File: config.mk
export PLATFORM = sky130hd
export DESIGN_NAME = freq_div_ctrl
export DESIGN_NICKNAME = d
export VERILOG_FILES = /design/src/rtl/freq_div_pkg.sv /design/src/rtl/freq_div_core.sv /design/src/rtl/freq_div_ctrl.sv
export SDC_FILE = /design/constraint.sdc
export NUM_CORES = 1
export LEC_CHECK = 0
export ABC_AREA = 0
export CORE_ASPECT_RATIO = 1.1
export CORE_UTILIZATION = 55
export DETAILED_ROUTE_END_ITERATION = 8
export GPL_TIMING_DRIVEN = 0
export PLACE_DENSITY = 0.88
export SLEW_MARGIN = 20
export SYNTH_ARGS = -nofsm -noshare
export SYNTH_HDL_FRONTEND = slang
export SYNTH_HIERARCHICAL = 1
export SYNTH_SLANG_ARGS = --single-unit
File: constraint.sdc
create_clock -name clk -period 8.3 [get_ports clk]
set_input_delay 0.83 -clock clk [delete_from_list [all_inputs] [get_ports clk]]
set_output_delay 0.83 -clock clk [all_outputs]
set_load 0.03 [all_outputs]
File: src/rtl/freq_div_pkg.sv
// freq_div_pkg: shared state encoding, limits and pending-request type for the clock-divider family
package freq_div_pkg;
    localparam int DIV_W = 8;
    localparam int MIN_DIV = 2;
    typedef enum logic [1:0] {IDLE = 2'd0, RUN = 2'd1, PEND = 2'd2} state_e;
    typedef struct packed {
        logic en;
        logic [DIV_W-1:0] div;
    } pend_t;
endpackage

File: src/rtl/freq_div_core.sv
// freq_div_core: period counter and posedge/negedge phase generation for a 50%-duty divided clock
module freq_div_core
    import freq_div_pkg::*;
#(
    parameter int W = DIV_W
) (
    input  logic         clk,
    input  logic         rst,
    input  logic         run,
    input  logic         load,
    input  logic [W-1:0] div,
    output logic         clk_out,
    output logic         tick
);
    logic [W-1:0] cnt_q, cnt_d;
    logic pos_ph, neg_ph_q, neg_ph_d;
    always_comb begin
        tick = run & (cnt_q == div - 1'b1);
        pos_ph = run & (cnt_q < (div >> 1));
        cnt_d = (!run | load | tick) ? '0 : cnt_q + 1'b1;
        neg_ph_d = rst ? 1'b0 : pos_ph;
        // odd ratios stretch the high phase by half a source cycle
        clk_out = pos_ph | (div[0] & neg_ph_q);
    end
    always_ff @(posedge clk) cnt_q <= rst ? '0 : cnt_d;
    always_ff @(negedge clk) neg_ph_q <= neg_ph_d;
endmodule

File: src/rtl/freq_div_ctrl.sv
// freq_div_ctrl: valid/ready configured divider that applies ratio changes only at output-period boundaries
module freq_div_ctrl
    import freq_div_pkg::*;
#(
    parameter int W = DIV_W
) (
    input  logic         clk,
    input  logic         rst,
    input  logic         cfg_valid,
    output logic         cfg_ready,
    input  logic         cfg_en,
    input  logic [W-1:0] cfg_div,
    output logic         clk_out,
    output logic         tick,
    output logic         busy,
    output logic [W-1:0] cur_div,
    output logic         err
);
    state_e state_q, state_d;
    logic [W-1:0] cur_div_q, cur_div_d;
    pend_t pend_q, pend_d;
    logic err_q, err_d, accept, illegal, load;
    always_comb begin
        cfg_ready = state_q != PEND;
        accept = cfg_valid & cfg_ready;
        illegal = cfg_en & (cfg_div < W'(MIN_DIV));
        err_d = accept & illegal;
        state_d = state_q;
        cur_div_d = cur_div_q;
        pend_d = pend_q;
        load = 1'b0;
        case (state_q)
            IDLE: if (accept & cfg_en & !illegal) begin
                state_d = RUN;
                cur_div_d = cfg_div;
                load = 1'b1;
            end
            RUN: if (accept & !illegal) begin
                state_d = PEND;
                pend_d.en = cfg_en;
                pend_d.div = DIV_W'(cfg_div);
            end
            PEND: if (tick) begin
                state_d = pend_q.en ? RUN : IDLE;
                cur_div_d = pend_q.en ? W'(pend_q.div) : '0;
                load = pend_q.en;
            end
            default: state_d = IDLE;
        endcase
    end
    always_ff @(posedge clk) begin
        state_q <= rst ? IDLE : state_d;
        cur_div_q <= rst ? '0 : cur_div_d;
        pend_q <= rst ? '0 : pend_d;
        err_q <= rst ? 1'b0 : err_d;
    end
    assign busy = state_q == PEND;
    assign cur_div = cur_div_q;
    assign err = err_q;
    freq_div_core #(.W(W)) u_core (
        .clk(clk),
        .rst(rst),
        .run(state_q != IDLE),
        .load(load),
        .div(cur_div_q),
        .clk_out(clk_out),
        .tick(tick)
    );
endmodule

### Word-level counts from Yosys, hierarchy flattened

Cells that the tools add are included.

* register bits: 29
* bits of input ports: 12
* output and inout port bits: 13
* word-level logic and storage cells: 51

* add/subtract/negate cells: 2
* order comparisons: 2
* eq/ne operators: 7
* multiplexer cells: 12
* bitwise gates (word level): 12
* reduce and logical (&&, ||, !) cells: 9

Operator list (count)
* $mux W8: 3
* $pmux W8 S2: 1
* $and A1 B1 Y1: 9
* $add A8 B1 Y8 const B: 1
* $eq A8 B8 Y1: 1
* $lt A8 B2 Y1 const B: 1
* $lt A8 B7 Y1: 1
* $ne A2 B2 Y1 const B: 4
* $sub A8 B1 Y8 const B: 1
* $mux W2: 3
* $pmux W2 S3: 1
* $reduce_and A3 Y1: 2
* $reduce_bool A2 Y1: 2
* $mux W1: 3
* $or A1 B1 Y1: 3
* $eq A2 B1 Y1 const B: 1
* $eq A2 B2 Y1 const B: 1
* $logic_not A1 Y1: 2
* $logic_not A2 Y1: 1
* $pmux W1 S2: 1
* $reduce_and A2 Y1: 1
* $reduce_or A2 Y1: 1

### Longest topological paths before layout

Gate-level depths: netlist (run 1).

* depth in word-level cells: 9
* depth in mapped cells: 13

### Cells and area by module

The synthesis (run 1) kept the hierarchy.

Modules (own cells, without submodules)
* freq_div_ctrl: times used 1, cells an instance 115, area each 969.7 um^2
* freq_div_core: times used 1, cells an instance 101, area each 824.5 um^2

==> results of run 1 <==
-- state kept, by name, summed over array words and instances, names as in the netlist --
name,count
pend_q,9
cur_div,8
u_core/cnt_q,8
u_core/neg_ph_q,1
err,1
state_q,2
-- metal layers --
metal,wire [um],vias to the layer above,GRT usage [%]
met5,0,-,0
met4,57,0,10.5
met3,135,7,5.80
met2,1910,38,42.9
met1,1560,757,26.2
li1,-,817,-
-- worst paths after layout --
check / from / to / slack [ns] / cells after the start
setup / recovery: u_core/neg_ph_q / clk_out / 1.84 / 3
hold / removal: pend_q[7] / pend_q[7] / 0.50 / 2
setup reg to reg: cur_div[5] / u_core/neg_ph_q / 2.66 / 7
hold reg to reg: pend_q[7] / pend_q[7] / 0.50 / 2
-- power by group --
part / switching, mW / internal, mW
logic: 0.0399 / 0.0350
registers: 0.00694 / 0.144
clock network: 0.0503 / 0.0496
-- layout make-up --
cell class / instances / share of cell area [%]
Multi-Input combinational cell: 159 / 50.5
Inverter: 12 / 2.10
Timing Repair Buffer: 24 / 11.2
Clock inverter: 2 / 0.408
Sequential cell: 29 / 27.0
Clock buffer: 7 / 3.03
Buffer: 15 / 3.73
Tap cell: 34 / 1.98
-- cell families (layout without fill, tap and decap cells) --
logic type,count (synthesis),in the layout,synth area share [%]
fa+ha+maj,8,8,5.58
mux,9,9,5.02
compound gates,55,55,20.0
xor+xnor,15,15,7.32
simple gates,72,72,22.5
buf+inv,28,60,7.18
flops,29,29,32.4
-- cell usage in the layout (no fill, tap or decap), types with 5 or more instances in the layout --
| cell | count |
|---|---|
| xor2_1 | 6 |
| buf_2 | 7 |
| clkdlybuf4s50_1 | 24 |
| a21oi_1 | 30 |
| ha_1 | 8 |
| nand2_1 | 14 |
| o21a_1 | 8 |
| xnor2_1 | 9 |
| dfxtp_1 | 29 |
| clkbuf_4 | 5 |
| nor2_1 | 24 |
| mux2i_1 | 9 |
| inv_1 | 13 |
| nor4_1 | 7 |
-- worst max-delay path: stages, from the launching register on --
cell	delay, ns
dfxtp_1	0.30
nand2_1	0.05
o21ai_0	0.07
clkdlybuf4s50_1	0.69
-- per-stage QoR --
| stage | setup WS (ns) | hold slack, ns | utilization [%] | power [mW] |
|---|---|---|---|---|
| after floorplan | 2.61 | 0.460 | - | 0.207 |
| after global placement | 2.19 | 0.473 | 67.6 | 0.229 |
| after detailed placement | 2.17 | 0.484 | 67.6 | 0.231 |
| after CTS | 1.82 | 0.507 | 69.8 | 0.328 |
| after global routing | 1.77 | 0.532 | 69.8 | 0.344 |
| final | 1.84 | 0.504 | 69.8 | 0.326 |
==> flow_metrics.tcl, run 1 <==
set metrics [dict create \
    rsz0062_at_grt "false" \
    static-leakage-power_nw 0.790 \
    yosysSeqAreaShare_pct 32.4 \
    grt_max_degree 12 \
    die-area_mm2 0.00349 \
    drc 0 \
    dpl.cell_count 274 \
    synth_fp_nets 236 \
    required_ns 7.47 \
    grt.overflow.total 0 \
    skew_ns 0.0571 \
    area_growth_pct 19.7 \
    insertion_delay_ns 0.38 \
    synth_edf_count 0 \
    antenna_found_initial 0 \
    powerDensity_mw_per_mm2 152 \
    clockBufferDepth 2 \
    drt_first_iter_violations 77 \
    grt_pass1_vias 1475 \
    synth_ff_type "dfxtp_1" \
    clockRootBuffer "clkbuf_4" \
    ir_drop_v 0.000131 \
    yosysMostFrequentCell "a21oi_1" \
    crit_arrival_ns 5.63 \
    ys_ff_latch 29 \
    cp-end-kind "output pin" \
    netlist_area_mm2 0.00179 \
    die_h_um 61.9 \
    clock-sinks 29 \
    insertedDiodeCount 0 \
    ff_latch_area_um2 581 \
    finalSetupViolCount 0 \
    routed_wl_mm 3.66 \
    core_mm2 0.00307 \
    crit_fanout 1 \
    finalHoldViolations 0 \
    cts_buffers 5 \
    dr_total_vias 1619 \
    start_util_pct 58.4 \
    async_flop_share_pct 0 \
    hold_path_class "flop to flop" \
    wl_per_cell_um 13.0 \
    drv_cap 0 \
    ctsHoldBuffers 0 \
    rows 21 \
    clk_pin_slew_worst_paths_ns 0.09 \
    netlist_top_cells_count "a21oi_1 (30), dfxtp_1 (29), nor2_1 (24)" \
    cts_max_level 2 \
    synth_cells 216 \
    post-dp-hpwl_mm 2.82 \
    drv_slew 0 \
    yosys_warnings 6 \
    synth_top_cells_by_area "dfxtp_1 (32%), a21oi_1 (8.4%), ha_1 (5.6%)" \
    stdcell_area_mm2 0.00215 \
    ys_types 41 \
    drive_gt1_share_pct 9.27 \
    pin_count 25 \
    critPathKind "flop to output pin" \
    grt.total_usage_pct 23.4 \
    die_x_um 56.5 \
    place.gp.congestion 0.812 \
    synth_top_area_share_pct 32.4 \
    antenna_left 0 \
    multiInputGateArea_mm2 0.00108 \
    fin_setup_tns_ns 0 \
    cts.repair.resized 0 \
    numPortBuffers 24 \
    placed_area_mm2 0.00208 \
    fill_cells 263 \
    first_pass_iters 4 \
    worstMarginPinSlew_ns 0.588 \
    grt_pass1_wl_mm 6.32 \
    final_cells 282 \
    cts_tree "built" \
    status "complete, no violations" \
    post-cts-setup-buffers 0 \
    avgSynthCellArea_um2 8.31 \
    relSlewSlack_pct 60.7 \
    layout.nets 267 \
    via_per_inst 5.74 \
    synth_top_area_cell "dfxtp_1" \
    start_kind "flop" \
]
Note: power is estimated with default switching activity, not from simulation.
==> run 2: changes to the inputs <==
Settings changed: CORE_UTILIZATION 55 to 49, PLACE_DENSITY 0.88 to 0.84.
Clock period 8.3 ns to 5.68 ns, I/O delays scaled along.
==> run 2 against run 1 <==
  * Power increased by 42%
  * Design area increased by 0.29%
  * Clock power increased by 32%
  * Sequential share of layout area decreased by 0.079 points
  * Non-clock buffer count unchanged
  * Setup slack got worse by 1.0 ns
  * Die area increased by 12%
  * Clock skew decreased by 0.013 ns
  * Routed wire length about the same
  * Critical path depth unchanged
  * Utilization decreased by 6.8 points
  * Via count decreased by 2.2%
==> flow_metrics.tcl, run 2 (synthesis results as in run 1) <==
set metrics [dict create \
    status "complete, no violations" \
    crit_fanout 1 \
    grt_max_degree 12 \
    finalSetupViolCount 0 \
    die-area_mm2 0.00391 \
    grt.total_usage_pct 20.4 \
    whs_ns 0.502 \
    antenna_left 0 \
    cts_buffers 5 \
    routed_wl_mm 3.66 \
    clk_pin_slew_worst_paths_ns 0.09 \
    pin_count 25 \
    power_uw 463 \
    drive_gt1_share_pct 8.47 \
    fin_setup_tns_ns 0 \
    core_mm2 0.00341 \
    start_kind "flop" \
    grt_pass1_wl_mm 5.97 \
    critPathKind "flop to output pin" \
    antenna_found_initial 0 \
    skew_ns 0.0438 \
    cp-end-kind "output pin" \
    post-cts-setup-buffers 0 \
    post-dp-hpwl_mm 2.75 \
    rsz0062_at_grt "false" \
    clockBufferDepth 2 \
    cts_max_level 2 \
    relSlewSlack_pct 60.8 \
    required_ns 5.11 \
    crit_arrival_ns 4.30 \
    regMostFlops "pend_q" \
    powerDensity_mw_per_mm2 215 \
    hold_path_class "flop to flop" \
    final_common_cell "a21oi_1" \
    die_x_um 59.7 \
    clockRootBuffer "clkbuf_4" \
    via_per_inst 5.35 \
    die_h_um 65.5 \
    insertedDiodeCount 0 \
    drc 0 \
    dpl.cell_count 288 \
    final_cell_mix "a21oi_1 (30), dfxtp_1 (29), nor2_1 (24), clkdlybuf4s50_1 (24)" \
    r2r_cells 7 \
    numPortBuffers 24 \
    rows 22 \
    worstMarginPinSlew_ns 0.585 \
    area_growth_pct 20.0 \
    drt_first_iter_violations 99 \
    static-leakage-power_nw 0.786 \
    grt.overflow.total 0 \
    place.gp.congestion 0.840 \
    drv_cap 0 \
    holdPathStages 2 \
    cts_tree "built" \
    wl_per_cell_um 12.4 \
    layout.nets 267 \
    final_util_pct 63.1 \
    start_util_pct 52.6 \
    first_pass_iters 4 \
    ctsHoldBuffers 0 \
    largest_register_ffs 9 \
    insertion_delay_ns 0.37 \
    final_cells 296 \
    ir_drop_v 0.000142 \
    cts.repair.resized 0 \
    grt_pass1_vias 1352 \
    clock-sinks 29 \
    drv_slew 0 \
    finalHoldViolations 0 \
    dr_total_vias 1583 \
]
==> run 2: cell types whose count changed in the layout (fill, tap and decap cells not counted), sizes merged <==
cell / previous run / this run
inv: 13 / 14
clkinv: 1 / 0
==> run 2: worst max-delay path, stage by stage, from the launching register on <==
cell and delay [ns]:
dfxtp_1 0.29, nand2_1 0.04, o21ai_0 0.07, clkdlybuf4s50_1 0.68
==> run 2: final timing paths <==
check                  startpoint         endpoint  slack, ns
setup / recovery  u_core/neg_ph_q          clk_out       0.81
hold / removal          pend_q[6]        pend_q[6]       0.50
setup reg to reg       cur_div[5]  u_core/neg_ph_q       1.35
hold reg to reg         pend_q[6]        pend_q[6]       0.50
==> run 2: area by class of cell <==
class                   instances  area [um^2]
flip-flops and latches         29          581
clock inverters                 2         7.51
fillers                       307         1260
well taps                      48         60.1
plain buffers                  15         80.1
inverters                      12         45.0
multi-input cells             159         1080
repair buffers                 24          240
clock buffers                   7         55.1
==> run 2: through the flow <==
step | setup slack (ns) | cell area [um^2]
floorplan | 1.30 | 1790
global placement | 1.16 | 2090
detailed placement | 1.15 | 2090
CTS | 0.797 | 2150
global route | 0.762 | 2150
finish | 0.814 | 2150
==> run 2: routing by layer <==
metal  up-vias  part of all wire, %  GRT usage [%]
li1        808                    -              -
met1       735                   45           24.3
met2        34                   50           33.8
met3         6                  3.3           5.31
met4         0                  1.7           9.01
met5         -                    0              0
==> run 2: report_power, final <==
group          switching (mW)  total, mW  internal (mW)
Combinational          0.0582      0.109         0.0512
Clock                  0.0723      0.132         0.0601
Sequential            0.00999      0.221          0.211
==> run 3: changes to the inputs <==
Settings changed: CORE_UTILIZATION 49 to 54, PLACE_DENSITY 0.84 to 0.87.
Clock period 5.68 ns to 5.4 ns, I/O delays scaled along.
==> run 3 against run 2 <==
  * The flow now finishes with violations (design-rule violations)
  * Sequential share of layout area is 0.29 points higher
  * Worst hold slack improved by 0.0031 ns
  * Register-to-register slack worse by 0.15 ns
  * Power grew 3.9%
  * Final cell count fell by 4.7%
  * Combinational power is 6% higher
  * Count of clock-buffer cells in the layout fell by 2
  * Global-route usage rose by 2.3 points
  * Sequential power up 5%
  * Utilization is 5.6 points higher
  * Critical path type unchanged
  * Largest cell class unchanged
  * Highest routed layer unchanged
==> flow_metrics.tcl, run 3 (synthesis results as in run 1) <==
set metrics [dict create \
    status "complete, but fails checks" \
    violations "design-rule violations" \
    finalHoldViolations 0 \
    place.gp.congestion 0.818 \
    placed_area_mm2 0.00208 \
    crit_arrival_ns 4.18 \
    hp-start "pend_q[3]" \
    die_h_um 62.5 \
    ctsHoldBuffers 0 \
    die-area_mm2 0.00356 \
    r2r_cells 7 \
    crit_path_cell_trace "nand2_1 > o21ai_0 > clkdlybuf4s50_1" \
    routed_wl_mm 3.70 \
    ir_drop_v 0.000194 \
    post-dp-hpwl_mm 2.81 \
    stdcell_area_mm2 0.00213 \
    numPortBuffers 24 \
    start_util_pct 57.9 \
    cp-end-kind "output pin" \
    cts_buffers 5 \
    antenna_found_initial 0 \
    cts_max_level 2 \
    finalSetupViolCount 0 \
    clock-sinks 29 \
    crit_path_top_delay_cell "clkdlybuf4s50_1" \
    final_cell_mix "a21oi_1 (30), dfxtp_1 (29), nor2_1 (24), clkdlybuf4s50_1 (24), nand2_1 (14)" \
    rsz0062_at_grt "false" \
    cts_tree "built" \
    required_ns 4.86 \
    holdPathStages 2 \
    drive_gt1_share_pct 9.27 \
    grt_max_degree 12 \
    drc 4 \
    drv_slew 0 \
    regMostFlops "pend_q" \
    cpPeakStageDelay_ns 0.69 \
    pre_cts_slack_ns 1.03 \
    insertedDiodeCount 0 \
    drt_first_iter_violations 95 \
    insertion_delay_ns 0.39 \
    postLayoutSetupSlackWorst_ns 0.683 \
    skew_ns 0.0594 \
    fin_setup_tns_ns 0 \
    cp_top_family "buffers and inverters" \
    post-cts-setup-buffers 0 \
    grt_pass1_wl_mm 6.29 \
    grt_pass1_vias 1422 \
    via_per_inst 5.68 \
    clockRootBuffer "clkbuf_4" \
    area_growth_pct 18.8 \
    crit_cells 3 \
    layout.nets 267 \
    grt.overflow.total 0 \
    largest_register_ffs 9 \
    critPathKind "flop to output pin" \
    hold_path_class "flop to flop" \
    relSlewSlack_pct 60.6 \
    antenna_left 0 \
    first_pass_iters 7 \
    die_x_um 57.0 \
    crit_fanout 1 \
    powerDensity_mw_per_mm2 226 \
    drv_cap 0 \
    clk_pin_slew_worst_paths_ns 0.09 \
    rows 21 \
    worstMarginPinSlew_ns 0.590 \
    pin_count 25 \
    start_kind "flop" \
    power_uw 481 \
    r2r-start "cur_div[5]" \
    path_buf_inv 1 \
    wl_per_cell_um 13.1 \
    grt.total_usage_pct 22.7 \
    cts.repair.resized 0 \
    final_util_pct 68.7 \
    clockBufferDepth 2 \
    dr_total_vias 1602 \
    core_mm2 0.00310 \
    final_common_cell "a21oi_1" \
    startpoint "u_core/neg_ph_q" \
    static-leakage-power_nw 0.784 \
]
run 3: power breakdown:
part | internal (mW) | leakage [nW] | switching, mW
logic | 0.0540 | 0.508 | 0.0617
registers | 0.222 | 0.236 | 0.0105
clock network | 0.0503 | 0.0406 | 0.0825
total | 0.326 | 0.784 | 0.155
run 3: worst paths after layout:
path | to | slack, ns
worst max-delay path | clk_out | 0.68
worst min register to register | pend_q[3] | 0.50
worst max register to register | u_core/neg_ph_q | 1.20
worst min-delay path | pend_q[3] | 0.50
run 3: layer usage:
layer / wire length, um / global-route usage [%]
met3: 128 / 4.97
met4: 94 / 11.6
met1: 1640 / 26.0
met2: 1840 / 38.8
met5: 0 / 0
run 3: worst min-delay path, delay by kind of cell (launching register included):
| family | cells | cell delay, ns |
|---|---|---|
| DFF | 1 | 0.34 |
| and+or+nand+nor | 1 | 0.07 |
| muxes | 1 | 0.06 |
run 3: stage by stage:
stage          hold slack, ns  std cells
2_1_floorplan           0.460        216
3_3_place_gp            0.473        274
3_5_place_dp            0.485        274
4_1_cts                 0.510        282
5_1_grt                 0.540        282
6_report                0.505        282
run 3: area by class of cell:
class / count / area [um^2]
Sequential cell: 29 / 581
Fill cell: 287 / 970
Tap cell: 34 / 42.5
Multi-Input combinational cell: 159 / 1080
Inverter: 12 / 45.0
Buffer: 15 / 80.1
Timing Repair Buffer: 24 / 240
Clock buffer: 5 / 37.5
Clock inverter: 4 / 20.0
